**src/rtl/mdio_master.sv**
```systemverilog
// rtl/mdio_master.sv - MDIO management master for Clause 22 / Clause 45 PHY access
//
// Serialises one PHY register access at a time onto MDC/MDIO and returns a
// response with the captured read data and an error flag.
//
// Parameters:
//   CLK_DIV       system clocks per MDC half-period (>= 2)
//   PREAMBLE_LEN  number of leading '1' preamble bits (0..32)
//   CLAUSE45_EN   1 honours cmd_c45, 0 treats every command as Clause 22
//
// Ports:
//   clk_clk, reset_reset          clock, synchronous active-high reset
//   cmd_valid / cmd_ready         command handshake (ready only in IDLE)
//   cmd_c45, cmd_op, cmd_phy,     frame fields: clause select, OP, PHYAD/PRTAD,
//   cmd_reg, cmd_data             REGAD/DEVAD, write data or C45 address
//   rsp_valid, rsp_data, rsp_err  one-cycle response pulse with held data/error
//   busy                          acceptance cycle through response cycle
//   mdc, mdio_in, mdio_out,       management clock and pad signals;
//   mdio_oen                      mdio_oen is active-low (0 drives the pad)

module mdio_master #(
  parameter int CLK_DIV      = 10,
  parameter int PREAMBLE_LEN = 32,
  parameter bit CLAUSE45_EN  = 1'b1
) (
  input  logic        clk_clk,
  input  logic        reset_reset,
  input  logic        cmd_valid,
  output logic        cmd_ready,
  input  logic        cmd_c45,
  input  logic [1:0]  cmd_op,
  input  logic [4:0]  cmd_phy,
  input  logic [4:0]  cmd_reg,
  input  logic [15:0] cmd_data,
  output logic        rsp_valid,
  output logic [15:0] rsp_data,
  output logic        rsp_err,
  output logic        busy,
  output logic        mdc,
  input  logic        mdio_in,
  output logic        mdio_out,
  output logic        mdio_oen
);

  localparam int PW = $clog2(2 * CLK_DIV);

  // Phase within a bit: low half 0..CLK_DIV-1, high half CLK_DIV..2*CLK_DIV-1.
  localparam logic [PW-1:0] PH_RISE = PW'(CLK_DIV - 1);
  localparam logic [PW-1:0] PH_LAST = PW'(2 * CLK_DIV - 1);

  // Frame bit indices relative to the end of the preamble.
  localparam logic [6:0] B_TA1  = 7'(PREAMBLE_LEN + 14);
  localparam logic [6:0] B_TA2  = 7'(PREAMBLE_LEN + 15);
  localparam logic [6:0] B_DAT  = 7'(PREAMBLE_LEN + 16);
  localparam logic [6:0] B_LAST = 7'(PREAMBLE_LEN + 31);

  typedef enum logic [1:0] {
    IDLE  = 2'd0,
    SHIFT = 2'd1,
    DONE  = 2'd2
  } state_t;

  state_t        state_q, state_d;
  logic [PW-1:0] phase_q, phase_d;
  logic [6:0]    bit_q, bit_d;
  logic [62:0]   sreg_q, sreg_d;      // bits still to be sent after the current one
  logic          read_q, read_d;
  logic          ta_err_q, ta_err_d;
  logic [15:0]   rdata_q, rdata_d;
  logic          mdc_q, mdc_d;
  logic          mdio_out_q, mdio_out_d;
  logic          mdio_oen_q, mdio_oen_d;
  logic          cmd_ready_q, cmd_ready_d;
  logic          rsp_valid_q, rsp_valid_d;
  logic [15:0]   rsp_data_q, rsp_data_d;
  logic          rsp_err_q, rsp_err_d;

  logic          cmd_fire;
  logic          c45;
  logic          legal;
  logic          rd;
  logic [31:0]   frame;
  logic [63:0]   load;
  logic [6:0]    bit_nx;

  assign cmd_fire = cmd_valid && cmd_ready_q;

  always_comb begin
    state_d     = state_q;
    phase_d     = phase_q;
    bit_d       = bit_q;
    sreg_d      = sreg_q;
    read_d      = read_q;
    ta_err_d    = ta_err_q;
    rdata_d     = rdata_q;
    mdc_d       = mdc_q;
    mdio_out_d  = mdio_out_q;
    mdio_oen_d  = mdio_oen_q;
    cmd_ready_d = cmd_ready_q;
    rsp_valid_d = 1'b0;
    rsp_data_d  = rsp_data_q;
    rsp_err_d   = rsp_err_q;

    c45    = CLAUSE45_EN && cmd_c45;
    legal  = c45 || (cmd_op == 2'b01) || (cmd_op == 2'b10);
    rd     = c45 ? cmd_op[1] : (cmd_op == 2'b10);
    // Read frames send all ones during TA/DATA; the pad is released then anyway.
    frame  = {(c45 ? 2'b00 : 2'b01), cmd_op, cmd_phy, cmd_reg,
              (rd ? 18'h3FFFF : {2'b10, cmd_data})};
    // Preamble ones on top, frame directly below, unused tail at the bottom.
    load   = {32'hFFFF_FFFF, frame} << (32 - PREAMBLE_LEN);
    bit_nx = bit_q + 7'd1;

    case (state_q)
      IDLE: begin
        cmd_ready_d = 1'b1;
        if (cmd_fire) begin
          cmd_ready_d = 1'b0;
          if (!legal) begin
            state_d     = DONE;
            rsp_valid_d = 1'b1;
            rsp_data_d  = 16'h0000;
            rsp_err_d   = 1'b1;
          end else begin
            state_d    = SHIFT;
            sreg_d     = load[62:0];
            read_d     = rd;
            bit_d      = 7'd0;
            phase_d    = '0;
            ta_err_d   = 1'b0;
            rdata_d    = 16'h0000;
            mdc_d      = 1'b0;
            mdio_out_d = load[63];
            mdio_oen_d = 1'b0;
          end
        end
      end

      SHIFT: begin
        phase_d = phase_q + 1'b1;
        if (phase_q == PH_RISE) begin
          // mdc rises on the next cycle; capture the PHY's bit alongside it.
          mdc_d = 1'b1;
          if (read_q && (bit_q == B_TA2)) begin
            ta_err_d = mdio_in;
          end
          if (read_q && (bit_q >= B_DAT)) begin
            rdata_d = {rdata_q[14:0], mdio_in};
          end
        end
        if (phase_q == PH_LAST) begin
          phase_d = '0;
          mdc_d   = 1'b0;
          if (bit_q == B_LAST) begin
            state_d     = DONE;
            mdio_out_d  = 1'b1;
            mdio_oen_d  = 1'b1;
            rsp_valid_d = 1'b1;
            rsp_data_d  = read_q ? rdata_q : 16'h0000;
            rsp_err_d   = read_q && ta_err_q;
          end else begin
            bit_d      = bit_nx;
            mdio_out_d = sreg_q[62];
            sreg_d     = {sreg_q[61:0], 1'b1};
            mdio_oen_d = read_q && (bit_nx >= B_TA1);
          end
        end
      end

      DONE: begin
        state_d     = IDLE;
        cmd_ready_d = 1'b1;
      end

      default: begin
        state_d = IDLE;
      end
    endcase
  end

  always_ff @(posedge clk_clk) begin
    if (reset_reset) begin
      state_q     <= IDLE;
      phase_q     <= '0;
      bit_q       <= 7'd0;
      sreg_q      <= '0;
      read_q      <= 1'b0;
      ta_err_q    <= 1'b0;
      rdata_q     <= 16'h0000;
      mdc_q       <= 1'b0;
      mdio_out_q  <= 1'b1;
      mdio_oen_q  <= 1'b1;
      cmd_ready_q <= 1'b0;
      rsp_valid_q <= 1'b0;
      rsp_data_q  <= 16'h0000;
      rsp_err_q   <= 1'b0;
    end else begin
      state_q     <= state_d;
      phase_q     <= phase_d;
      bit_q       <= bit_d;
      sreg_q      <= sreg_d;
      read_q      <= read_d;
      ta_err_q    <= ta_err_d;
      rdata_q     <= rdata_d;
      mdc_q       <= mdc_d;
      mdio_out_q  <= mdio_out_d;
      mdio_oen_q  <= mdio_oen_d;
      cmd_ready_q <= cmd_ready_d;
      rsp_valid_q <= rsp_valid_d;
      rsp_data_q  <= rsp_data_d;
      rsp_err_q   <= rsp_err_d;
    end
  end

  assign cmd_ready = cmd_ready_q;
  assign rsp_valid = rsp_valid_q;
  assign rsp_data  = rsp_data_q;
  assign rsp_err   = rsp_err_q;
  // Busy covers the acceptance cycle itself, before any state has changed.
  assign busy      = (state_q != IDLE) || cmd_fire;
  assign mdc       = mdc_q;
  assign mdio_out  = mdio_out_q;
  assign mdio_oen  = mdio_oen_q;

endmodule

```
**config.mk**
```make
export PLATFORM = sky130hd
export DESIGN_NAME = mdio_master
export DESIGN_NICKNAME = d
export VERILOG_FILES = /design/src/rtl/mdio_master.sv
export SDC_FILE = /design/constraint.sdc
export NUM_CORES = 1
export LEC_CHECK = 0
export CELL_PAD_IN_SITES_DETAIL_PLACEMENT = 1
export CELL_PAD_IN_SITES_GLOBAL_PLACEMENT = 1
export CORE_MARGIN = 2
export CORE_UTILIZATION = 45
export CTS_CLUSTER_DIAMETER = 60
export CTS_CLUSTER_SIZE = 10
export DETAILED_ROUTE_END_ITERATION = 16
export MAX_ROUTING_LAYER = met4
export PLACE_DENSITY_LB_ADDON = 0.3
export SYNTH_ARGS = -nofsm -noshare
export SYNTH_HDL_FRONTEND = slang
export SYNTH_SLANG_ARGS = --single-unit
```
**constraint.sdc**
```tcl
create_clock -name clk_clk -period 3.9 [get_ports clk_clk]
set_input_delay 0.975 -clock clk_clk [delete_from_list [all_inputs] [get_ports clk_clk]]
set_output_delay 0.975 -clock clk_clk [all_outputs]
set_load 0.005 [all_outputs]
```
Word-level counts from Yosys, hierarchy flattened
Index checks and enable logic that the tools add are counted.
- add/sub/neg operators: 2
- reduce and logical (&&, ||, !) cells: 21
- equal/unequal tests: 18
- multiplexer cells: 61
- order comparisons: 2
- operators with widths (kind ; count):
    2-to-1 mux 63 bit ; 4
    2-to-1 mux 16 bit ; 9
    one-hot mux 63 bit (2 select lines) ; 1
    one-hot mux 16 bit (2 select lines) ; 2
    2-to-1 mux 7 bit ; 4
    2-to-1 mux 1 bit ; 23
    AND reduction 5 bit ; 4
    != test 2 bit, second input constant ; 9
    2-to-1 mux 17 bit ; 1
    2-to-1 mux 5 bit ; 3
    == test 7 x 6 -> 1 bit, second input constant ; 2
    greater-or-equal comparator 7 x 6 -> 1 bit, second input constant ; 2
    one-hot mux 1 bit (2 select lines) ; 7
    one-hot mux 7 bit (2 select lines) ; 1
    one-hot mux 5 bit (2 select lines) ; 1
    AND reduction 3 bit ; 3
    2-to-1 mux 2 bit ; 4
    AND reduction 4 bit ; 2
    adder 7 x 1 -> 7 bit, second input constant ; 1
    nonzero test 2 bit ; 3
    adder 5 x 1 -> 5 bit, second input constant ; 1
    == test 5 x 4 -> 1 bit, second input constant ; 1
    == test 5 bit, second input constant ; 1
    logical AND 1 bit ; 5
    6 further kinds ; 10
- output and inout port bits: 23
- input port bits: 33
- register bits after elaboration: 117

Longest topological paths before layout
Gate-level depths: netlist (run 1).
- word-level depth: 6
- mapped depth: 8
- gate-level depth less buffers: 6

Least setup slack after synthesis (run 1)
OpenSTA, ideal clock, no wires.
- path type: input port to flip-flop
- start: input port cmd_op[0]
- end: register sreg_q[31]
- arrival time: 2.150 ns
- stages: 6
- library setup time: 0.116 ns
- path buffers: 2
- path slack: 1.634 ns
- path through: xnor2_1 > a211o_1 > buf_2 > a21o_1 > buf_2 > a31o_1
- word-level cells in the longest chain between the ends: 5
- ends and longest elaborated chain (element ; RTL line ; text):
    start, declared ; 31 ; input logic [1:0] cmd_op,
    == test 2 x 1 -> 1 bit ; 105 ; legal = c45 || (cmd_op == 2'b01) || (cmd_op == 2'b10);
    logical OR 1 bit ; 105 ;
    logical OR 1 bit * ; 105 ;
    != test 2 bit (no source line) * ; - ;
    AND reduction 5 bit (no source line) * ; - ;
    end signal, assigned ; 201 ; sreg_q <= sreg_d;
    end, declared ; 66 ; logic [62:0] sreg_q, sreg_d;
Mark *: on every way between the ends. The rest lies on a longest branch, timed or not.
A chain may end at the register's enable or synchronous reset.

Worst setup path after layout (run 1)
- start: input port cmd_valid
- end: output port busy
- word-level cells in the longest chain between the ends: 2
- ends and longest elaborated chain (element ; RTL line ; text):
    start, declared ; 28 ; input logic cmd_valid,
    logical AND 1 bit ; 86 ; assign cmd_fire = cmd_valid && cmd_ready_q;
    logical OR 1 bit ; 220 ; assign busy = (state_q != IDLE) || cmd_fire;
    end, declared ; 38 ; output logic busy,
No other way between the ends.

==> results.md, run 1 <==
- Synth Flop Type: dfxtp_1
- Routed WL: 13400 um
- Register cell area after layout: 0.002342 mm2
- Ys async rst share: 0%
- DR pass1 iterations: 4
- Final min period: 3.080 ns
- Leakage: about 2.4 nW
- Delay of the slowest cell on the worst path: around 0.52 ns
- CTS Root Buffer Type: clkbuf_16
- Post-synthesis cell area: 0.005196 mm2
- Post-synth EDFFs: 0
- Std cell rows: 39
- Share of the yosys chip area belonging to registers: 45.08%
- Crit-path cells: clkdlybuf4s50_1 > nand2_1 > nand2_1 > clkdlybuf4s50_1
- Relative slew slack: 30.69%
- Clk sinks: roughly 120
- DR vias/cell: 6.163
- Yosys cell types: 60
- Largest net degree at the start of global routing: 59
- Resize count post-CTS: 0
- Reg2reg start: bit_q[0]$_SDFFE_PP0P_
- CTS HTree Levels: 4
- Finish-stage setup viols: 0
- Reg2Reg Setup Slack: between 1 and 1.5 ns
- Number of port buffers: 55
- Crit-path max FO: 4
- HPWL Detailed: 8129 um
- Initial DRC Count: 257
- Fill cell count: around 1200
- CP Capture Point: busy
- Most frequent cells in the layout: 117 x dfxtp_1, 54 x clkdlybuf4s50_1, 47 x a21oi_1
- Final std cells w/o fill: 722
- Most common cell after layout, fill and taps aside: dfxtp_1
- Final worst slack: 0.8196 ns
- RR Endpoint: sreg_q[11]$_SDFFE_PP0P_
- Post-route cell area: around 0.0065 mm2
- FF+latch count, synth: between 100 and 150
- Total die area: 0.01242 mm2
- Skew final: slightly above 0.006 ns
- TritonCTS clock tree: built
- Area grow syn2layout: 24.42%
- I/O pins: 56
- Worst Hold Class: reg -> reg
- Total Power: 3.439 mW
- First-pass GRT wire length: approximately 22000 um
- Peak Freq: 324.6 MHz
- Die Span Y: about 110 um
- Unrepaired setup endpoints after global routing: false
- Crit start category: primary input
- Max Cap Viol: 0
- Dpl ws: 0.8222 ns
- CTS Buf Count: 17
- Final Max Slew Viols: 0
- Die W: 111.5 um
- Via count: 4450
- Area of the multi-input gates: 0.002574 mm2
- Status: completed
- Post-Syn Instances: 531
- Synth Warn #: 0
- Maximum vdd drop: ~0.00034 V
- Critical path capture point type: primary output
- Worst Path Arrival: 2.11 ns
- Hold Violations, Final: 0
- Synthesized area per cell: 9.786 um2
- Nets: 604
- Critical Path Start: cmd_valid
- # diodes: 0
- Tot GR Track Use: 22.69%
- Reg clk slew, reported paths: about 0.05 ns
- Vias in the first global route: 4563
- Clk buf depth: 2
- # hold bufs at CTS: 0
- Initial antenna violation count: 0
- Pwr/cell area: 532.0 mW/mm2
- Placed cell area: 0.005794 mm2
- R2r worst-path depth: 7
- Global route overflow: 0
- WS Path Type: in -> out
- Critical Path RT: 2.92 ns
- Core area: 0.01132 mm2
- Final Cycle Share: about four fifths
- Initial Util: 45.90%
- Slew @ Worst Pin: 1.033 ns
- Layout cells sized above 1: 17.96%
- Hold slack: 0.4621 ns
- Final antenna-violating net count: 0
- Post-CTS setup buffers: 0
- Worst skew pair latency: 0.42 ns
- Slowest CP cell: clkdlybuf4s50_1
- Residual DRC count: 0
- WL per Instance: 18.56 um
- Setup TNS: 0 ns
- Finished Core Util: 57.11%
- Post-Syn Nets: 569
- Placed cell count: just under 700
- Routability cong.: 0.8177
logic make-up after synthesis:
group	share of synthesized area, %
AOI/OAI and AO/OA	29.67
buffers and inverters	5.659
DFF	45.08
and+or+nand+nor	12.06
adders and majority gates	1.204
xor gates and xnor gates	0.3372
muxes	5.996
registers in the layout, indices dropped and copies added, names as in the netlist:
signal / cells
mdio_oen: 1
rsp_valid: 1
rsp_err: 1
phase_q: 5
bit_q: 7
sreg_q: 63
state_q: 2
mdc: 1
cmd_ready: 1
read_q: 1
ta_err_q: 1
rdata_q: 16
rsp_data: 16
mdio_out: 1
worst min path at each step:
stage / from / endpoint / slack [ns] / depth (start not counted)
after floorplan: sreg_q[16]$_SDFFE_PP0P_ / sreg_q[16]$_SDFFE_PP0P_ / 0.44 / 2
after global placement: mdc$_SDFFE_PP0P_ / mdc$_SDFFE_PP0P_ / 0.44 / 2
after detailed placement: sreg_q[2]$_SDFFE_PP0P_ / sreg_q[2]$_SDFFE_PP0P_ / 0.46 / 2
after CTS: rsp_data[15]$_SDFFE_PP0P_ / rsp_data[15]$_SDFFE_PP0P_ / 0.47 / 2
after global routing: mdc$_SDFFE_PP0P_ / mdc$_SDFFE_PP0P_ / 0.48 / 2
final: mdc$_SDFFE_PP0P_ / mdc$_SDFFE_PP0P_ / 0.46 / 2
layer usage:
layer  GRT usage (%)  routed length (um)  vias up
li1                -                   -     2123
met1           26.41                5871     2228
met2           38.54                6805       88
met3           5.770                 589       11
met4           7.243                 132        0
met5               -                   0        -
power breakdown:
part | total, mW | switching (mW) | internal, mW
clock network | 1.77 | 0.557 | 1.21
registers | 1.33 | 0.0515 | 1.28
logic | 0.346 | 0.189 | 0.157
synth_stat cells (all sizes together) (4+ instances only):
cell type	instances	area share, %
a2111oi	13	3.3
a211oi	5	0.82
a21oi	48	4.6
a221oi	4	0.67
a31o	14	2.4
and3	4	0.48
buf	24	2.7
clkbuf	30	2.2
dfxtp	117	45
ha	5	1.2
inv	11	0.79
mux2i	30	5.8
nand2	35	2.5
nand3	26	2.5
nand4	15	1.8
nor2	11	0.79
o211ai	20	3.0
o21ai	25	2.5
o221a	32	6.9
o221ai	15	2.5
final cells by class:
| class | count | area share (%) |
|---|---|---|
| well taps | 143 | 2.768 |
| clock inverters | 14 | 3.580 |
| flip-flops and latches | 117 | 36.23 |
| repair buffers | 70 | 10.18 |
| clock buffers | 18 | 6.793 |
| inverters | 11 | 0.6387 |
| multi-input cells | 349 | 39.81 |
worst max-delay path, delay by kind of cell:
kind                   cells  cell delay [ns]
buffers and inverters      2             1.01
and+or+nand+nor            2             0.13
(Power assumes the default switching activity.)
==> run 2: changes to the inputs <==
CORE_UTILIZATION = 39   (was 45)
clock period = 2.6 ns   (was 3.9 ns; I/O delays follow)
==> results.md, run 2 (synthesis gave the netlist of run 1 again) <==
- Status: completed
- Switching pwr: 1.153 mW (+45%)
- Pwr/cell area: 730.7 mW/mm2 (+37%)
- Initial Util: 39.55% (-6.3 points)
- # hold bufs at CTS: 0 (unchanged)
- Via count: 4431 (-0.43%)
- Clk buf depth: 2 (unchanged)
- Slew @ Worst Pin: 0.6231 ns (-0.4103 ns)
- Global route overflow: 0 (unchanged)
- First-pass GRT wire length: 22930 um (+2.3%)
- Worst Path Arrival: 1.83 ns (-0.28 ns)
- Most flop-heavy register: sreg_q
- Post-CTS setup buffers: 0 (unchanged)
- Initial antenna violation count: 0 (unchanged)
- Critical Path Start: cmd_valid
- Max Cap Viol: 0 (unchanged)
- Critical Path RT: 1.95 ns (-0.97 ns)
- Leakage: 2.375 nW (+0.44%)
- Most common cell after layout, fill and taps aside: dfxtp_1
- Worst Hold Class: reg -> reg
- I/O pins: 56 (unchanged)
- Comb pwr share: 11.6% (+1.5 points)
- Tot GR Track Use: 20.43% (-2.3 points)
- Routability cong.: 0.7975 (-2.5%)
- Area grow syn2layout: 25.36%
- Core area: 0.01314 mm2 (+16%)
- Vias in the first global route: 4544 (-0.42%)
- Crit-path max FO: 4 (unchanged)
- R2r worst-path depth: 6 (-1)
- Final worst slack: 0.1242 ns (-0.6953 ns)
- Sw Ratio: 24.22% (+1.1 points)
- Cells on Worst Hold Path: 2 (unchanged)
- Seq pwr share: 41.9% (+3.3 points)
- CTS HTree Levels: 4 (unchanged)
- Std cell rows: 42 (+7.7%)
- Fill cell count: 1460 (+17%)
- Clock power frac: 46.5% (-4.8 points)
- Skew final: 0.01054 ns (+0.004305 ns)
- # diodes: 0 (unchanged)
- Clk sinks: 117 (unchanged)
- TritonCTS clock tree: built
- Critical path capture point type: primary output
- Largest net degree at the start of global routing: 90 (+53%)
- Maximum vdd drop: 0.0004346 V (+27%)
- Layout cells sized above 1: 17.95% (about the same)
- DR vias/cell: 5.823 (-5.5%)
- Number of port buffers: 55 (unchanged)
- RR Endpoint: sreg_q[24]$_SDFFE_PP0P_
- Final Cycle Share: 95.22%
- Slowest CP cell: clkdlybuf4s50_1
- CTS Root Buffer Type: clkbuf_16
- HP Start: mdc$_SDFFE_PP0P_
- Residual DRC count: 0 (unchanged)
- Reg2Reg Setup Slack: 0.47 ns (-0.98 ns)
- Crit start category: primary input
- Unrepaired setup endpoints after global routing: false
- Routed WL: 13510 um (+0.87%)
- Die Span Y: 119.4 um (+7.2%)
- Die W: 119.4 um (+7.2%)
- Final min period: 2.476 ns
- Setup TNS: 0 ns (unchanged)
- Finished Core Util: 49.58% (-7.5 points)
- Max reg flops: 63 (unchanged)
- DR pass1 iterations: 4 (unchanged)
- WL per Instance: 17.76 um (-4.3%)
- Worst skew pair latency: 0.42 ns (about the same)
- Reg clk slew, reported paths: 0.05 ns (about the same)
- Total die area: 0.01426 mm2 (+15%)
- Crit-path cells: clkdlybuf4s50_1 > nand2_1 > nand2_1 > clkdlybuf4s50_1
- Most frequent cells in the layout: 117 x dfxtp_1, 54 x clkdlybuf4s50_1, 47 x a21oi_1
- Relative slew slack: 58.21% (+28 points)
- Int Pwr: 3.607 mW (+36%)
- Resize count post-CTS: 0 (unchanged)
- WS Path Type: in -> out
- HPWL Detailed: 8362 um (+2.9%)
- Delay of the slowest cell on the worst path: 0.53 ns (about the same)
- Initial DRC Count: 243 (-5.4%)
- CP Capture Point: busy
- Final Max Slew Viols: 0 (unchanged)
- CTS Buf Count: 17 (unchanged)
- Dpl ws: 0.07348 ns (-0.7488 ns)
- Finish-stage setup viols: 0 (unchanged)
- Final antenna-violating net count: 0 (unchanged)
- Reg2reg start: bit_q[0]$_SDFFE_PP0P_
- Peak Freq: 403.9 MHz
- Nets: 612 (+1.3%)
- Hold Violations, Final: 0 (unchanged)
## run 2: changes by cell type in the layout (fill, tap and decap cells not counted), sizes merged
cell and change:
clkinvlp -2, bufinv -5, clkbuf +9, buf +8, clkinv -4
## run 2: critical path: cells and delay by family
family / cells / cell delay (ns)
simple gates: 2 / 0.14
buf+inv: 2 / 1.04
## run 2: power by group through the flow
| stage | sequential (mW) | combinational, mW | clock, mW |
|---|---|---|---|
| floorplan | 2.00 | 0.372 | 0 |
| global placement | 2.02 | 0.534 | 0 |
| detailed placement | 2.03 | 0.549 | 0 |
| CTS | 1.99 | 0.555 | 2.25 |
| global route | 2.01 | 0.599 | 2.34 |
| finish | 1.99 | 0.551 | 2.21 |
## run 2: how the worst min path moves through the flow
stage,endpoint,slack (ns)
3_3_place_gp,mdc$_SDFFE_PP0P_,0.44
3_5_place_dp,mdc$_SDFFE_PP0P_,0.45
5_1_grt,sreg_q[4]$_SDFFE_PP0P_,0.49
4_1_cts,mdc$_SDFFE_PP0P_,0.46
6_report,mdc$_SDFFE_PP0P_,0.45
2_1_floorplan,sreg_q[16]$_SDFFE_PP0P_,0.44
## run 2: layout make-up
class / count / area, um2 / area share, %
multi-input combinational: 349 / 2574 / 39.51
sequential: 117 / 2342 / 35.96
timing repair buffer: 78 / 780.7 / 11.99
clock buffer: 27 / 513.0 / 7.876
tap: 176 / 220.2 / 3.381
clock inverter: 3 / 42.54 / 0.6531
inverter: 11 / 41.29 / 0.6339
## run 2: metrics by stage
| step | total power, mW | hold slack [ns] | cells | cell area [um2] |
|---|---|---|---|---|
| after floorplan | 2.372 | 0.4385 | 531 | 5196 |
| after global placement | 2.554 | 0.4373 | 731 | 5958 |
| after detailed placement | 2.575 | 0.4502 | 731 | 5958 |
| after CTS | 4.797 | 0.4578 | 761 | 6514 |
| after global routing | 4.942 | 0.4921 | 761 | 6514 |
| final | 4.760 | 0.4501 | 761 | 6514 |
## run 2: per-layer routing
metal / GRT usage [%] / part of all wire, % / vias up
met5: - / 0 / -
met4: 8.015 / 1.6 / 0
li1: - / - / 2144
met1: 25.83 / 46 / 2192
met2: 32.26 / 48 / 80
met3: 4.119 / 3.5 / 15
==> run 3: changes to the inputs <==
ABC_AREA = 1   (was default)
CORE_UTILIZATION = 36   (was 39)
==> results.md, run 3 <==
- Status: completed
- Reg clk slew, reported paths: 0.05 ns (about the same)
- Post-Syn Instances: 718 (+35%)
- Top-count cell post-synth: nor2_1
- Peak Freq: 411.5 MHz (+1.9%)
- Slowest CP cell: clkdlybuf4s50_1
- Skew final: 0.006726 ns (-0.003819 ns)
- Residual DRC count: 0 (unchanged)
- Delay of the slowest cell on the worst path: 0.50 ns (-0.03 ns)
- Slew @ Worst Pin: 0.5431 ns (-0.07997 ns)
- Synth top area cells: dfxtp_1 47%, nor2_1 17%, nand2_1 12%, o21ai_0 7.0%, inv_1 1.9%
- Share of the yosys chip area belonging to registers: 47.25% (+2.2 points)
- Yosys cell types: 31 (-48%)
- Synth Warn #: 0 (unchanged)
- Crit-path cells: clkdlybuf4s50_1 > nand2_1 > nand2_2 > clkdlybuf4s50_1
- Layout cells sized above 1: 7.939% (-10 points)
- Largest net degree at the start of global routing: 59 (-34%)
- Via count: 4688 (+5.8%)
- Worst Hold Class: reg -> reg
- Final Max Slew Viols: 0 (unchanged)
- Post-CTS setup buffers: 0 (unchanged)
- CTS HTree Levels: 4 (unchanged)
- Initial antenna violation count: 0 (unchanged)
- Pwr/cell area: 824.0 mW/mm2 (+13%)
- Crit-path most repeated cell: clkdlybuf4s50_1
- Area grow syn2layout: 27.51%
- Final Cycle Share: 93.47% (-1.7 points)
- Synth Flop Type: dfxtp_1
- FF+latch count, synth: 117 (unchanged)
- WL per Instance: 14.07 um (-21%)
- Finish-stage setup viols: 0 (unchanged)
- Vias in the first global route: 4888 (+7.6%)
- Final min period: 2.430 ns (-0.04549 ns)
- Post-Syn Nets: 756 (+33%)
- Crit-path max FO: 3 (-1)
- R2r worst-path depth: 9 (+3)
- Share of the synthesized area in the top cell type: 47.25% (+2.2 points)
- Routed WL: 13460 um (-0.37%)
- Relative slew slack: 63.75% (+5.5 points)
- Top cells by instance count after synthesis: 228 x nor2_1, 159 x nand2_1, 117 x dfxtp_1, 69 x o21ai_0, 25 x inv_1
- Maximum vdd drop: 0.0005464 V (+26%)
- Routability cong.: 0.8092 (+1.5%)
- Resize count post-CTS: 0 (unchanged)
- DR vias/cell: 4.899 (-16%)
- I/O pins: 56 (unchanged)
- Critical path capture point type: primary output
- Most flop-heavy register: sreg_q
- Unrepaired setup endpoints after global routing: false
- Number of port buffers: 55 (unchanged)
- Post-synth EDFFs: 0 (unchanged)
- WS Path Type: in -> out
- TritonCTS clock tree: built
- # hold bufs at CTS: 0 (unchanged)
- DR pass1 iterations: 4 (unchanged)
- Critical Path RT: 1.95 ns (about the same)
- Post-synthesis cell area: 0.004957 mm2 (-4.6%)
- Max Cap Viol: 0 (unchanged)
- Global route overflow: 0 (unchanged)
- Total die area: 0.01472 mm2 (+3.2%)
- Cells on Worst Hold Path: 2 (unchanged)
- Finished Core Util: 47.36% (-2.2 points)
- Most frequent cells in the layout: 228 x nor2_1, 159 x nand2_1, 117 x dfxtp_1
- CTS Buf Count: 17 (unchanged)
- Initial DRC Count: 312 (+28%)
- Leakage: 2.712 nW (+14%)
- Worst skew pair latency: 0.42 ns (about the same)
- Nets: 807 (+32%)
- Clk sinks: 117 (unchanged)
- Ys async rst share: 0% (unchanged)
- HPWL Detailed: 8640 um (+3.3%)
- Fill cell count: 1738 (+19%)
- CTS Root Buffer Type: clkbuf_16
- Synthesized area per cell: 6.904 um2 (-29%)
- Initial Util: 37.14% (-2.4 points)
- Final antenna-violating net count: 0 (unchanged)
- Most common cell after layout, fill and taps aside: nor2_1
- Hold Violations, Final: 0 (unchanged)
- Core area: 0.01335 mm2 (+1.6%)
- Setup TNS: 0 ns (unchanged)
- Worst Path Arrival: 1.78 ns (-0.05 ns)
- Max reg flops: 63 (unchanged)
- Tot GR Track Use: 20.50% (+0.072 points)
- Std cell rows: 42 (unchanged)
- Crit start category: primary input
- Die Span Y: 121.3 um (+1.6%)
- # diodes: 0 (unchanged)
- Clk buf depth: 2 (unchanged)
- First-pass GRT wire length: 23300 um (+1.6%)
- Cell taking the most area after synthesis: dfxtp_1
- Die W: 121.3 um (+1.6%)
-- run 3: changes by cell type in the layout (fill, tap and decap cells not counted), sizes merged, moves of 15 or more --
cell,change
nor2,+222
inv,+19
a21oi,-34
o211ai,-20
o221a,-32
nand2,+128
o221ai,-15
mux2i,-30
o21ai,+48
-- run 3: routing by layer --
metal	vias up	GRT usage [%]	share of wire, %
met1	2243	24.33	47
met5	-	-	0
met4	0	7.759	1.8
met3	24	5.028	3.1
li1	2358	-	-
met2	63	33.71	48
-- run 3: cell families (layout without fill, tap and decap cells) --
| kind of cell | count (synthesis) | in the layout | synth area share (%) |
|---|---|---|---|
| compound gates | 104 | 104 | 11.08 |
| xor+xnor | 2 | 2 | 0.3534 |
| fa+ha+maj | 5 | 5 | 1.262 |
| buf+inv | 68 | 131 | 6.461 |
| flops | 117 | 117 | 47.25 |
| simple gates | 422 | 422 | 33.59 |
-- run 3: power breakdown --
group	switching [mW]	total [mW]	leakage [nW]	internal, mW
logic	0.350	0.602	1.44	0.253
registers	0.0923	2.06	0.958	1.96
clock network	0.813	2.55	0.313	1.74
total	1.25	5.21	2.71	3.95
-- run 3: critical path, delay by kind of cell --
family	cells	cell delay [ns]
AND/OR/NAND/NOR	2	0.17
buffers and inverters	2	0.96
-- run 3: through the flow --
step	power, mW	hold WS [ns]	instances	setup WS, ns	cell area (um2)
6_report	5.209	0.4676	957	0.1697	6321
5_1_grt	5.455	0.5050	957	0.1238	6321
4_1_cts	5.259	0.4711	957	0.1636	6321
3_5_place_dp	2.695	0.4599	926	0.1570	5683
3_3_place_gp	2.653	0.4526	926	0.1758	5683
2_1_floorplan	2.468	0.4335	718	0.8724	4957
-- run 3: layout make-up --
type                       count  area [um2]  share of cell area, %
sequential                   117        2342                  37.05
multi-input combinational    533        2295                  36.30
clock buffer                  21       460.4                  7.284
tap                          176       220.2                  3.484
inverter                      30       112.6                  1.781
clock inverter                10       177.7                  2.811
timing repair buffer          70       713.2                  11.28
-- run 3: final timing paths --
check                            to  slack, ns               startpoint
max                            busy       0.17                cmd_valid
min reg2reg   mdio_oen$_SDFFE_PP1P_       0.47    mdio_oen$_SDFFE_PP1P_
min           mdio_oen$_SDFFE_PP1P_       0.47    mdio_oen$_SDFFE_PP1P_
max reg2reg  sreg_q[1]$_SDFFE_PP0P_       0.55  state_q[0]$_SDFFE_PP0P_
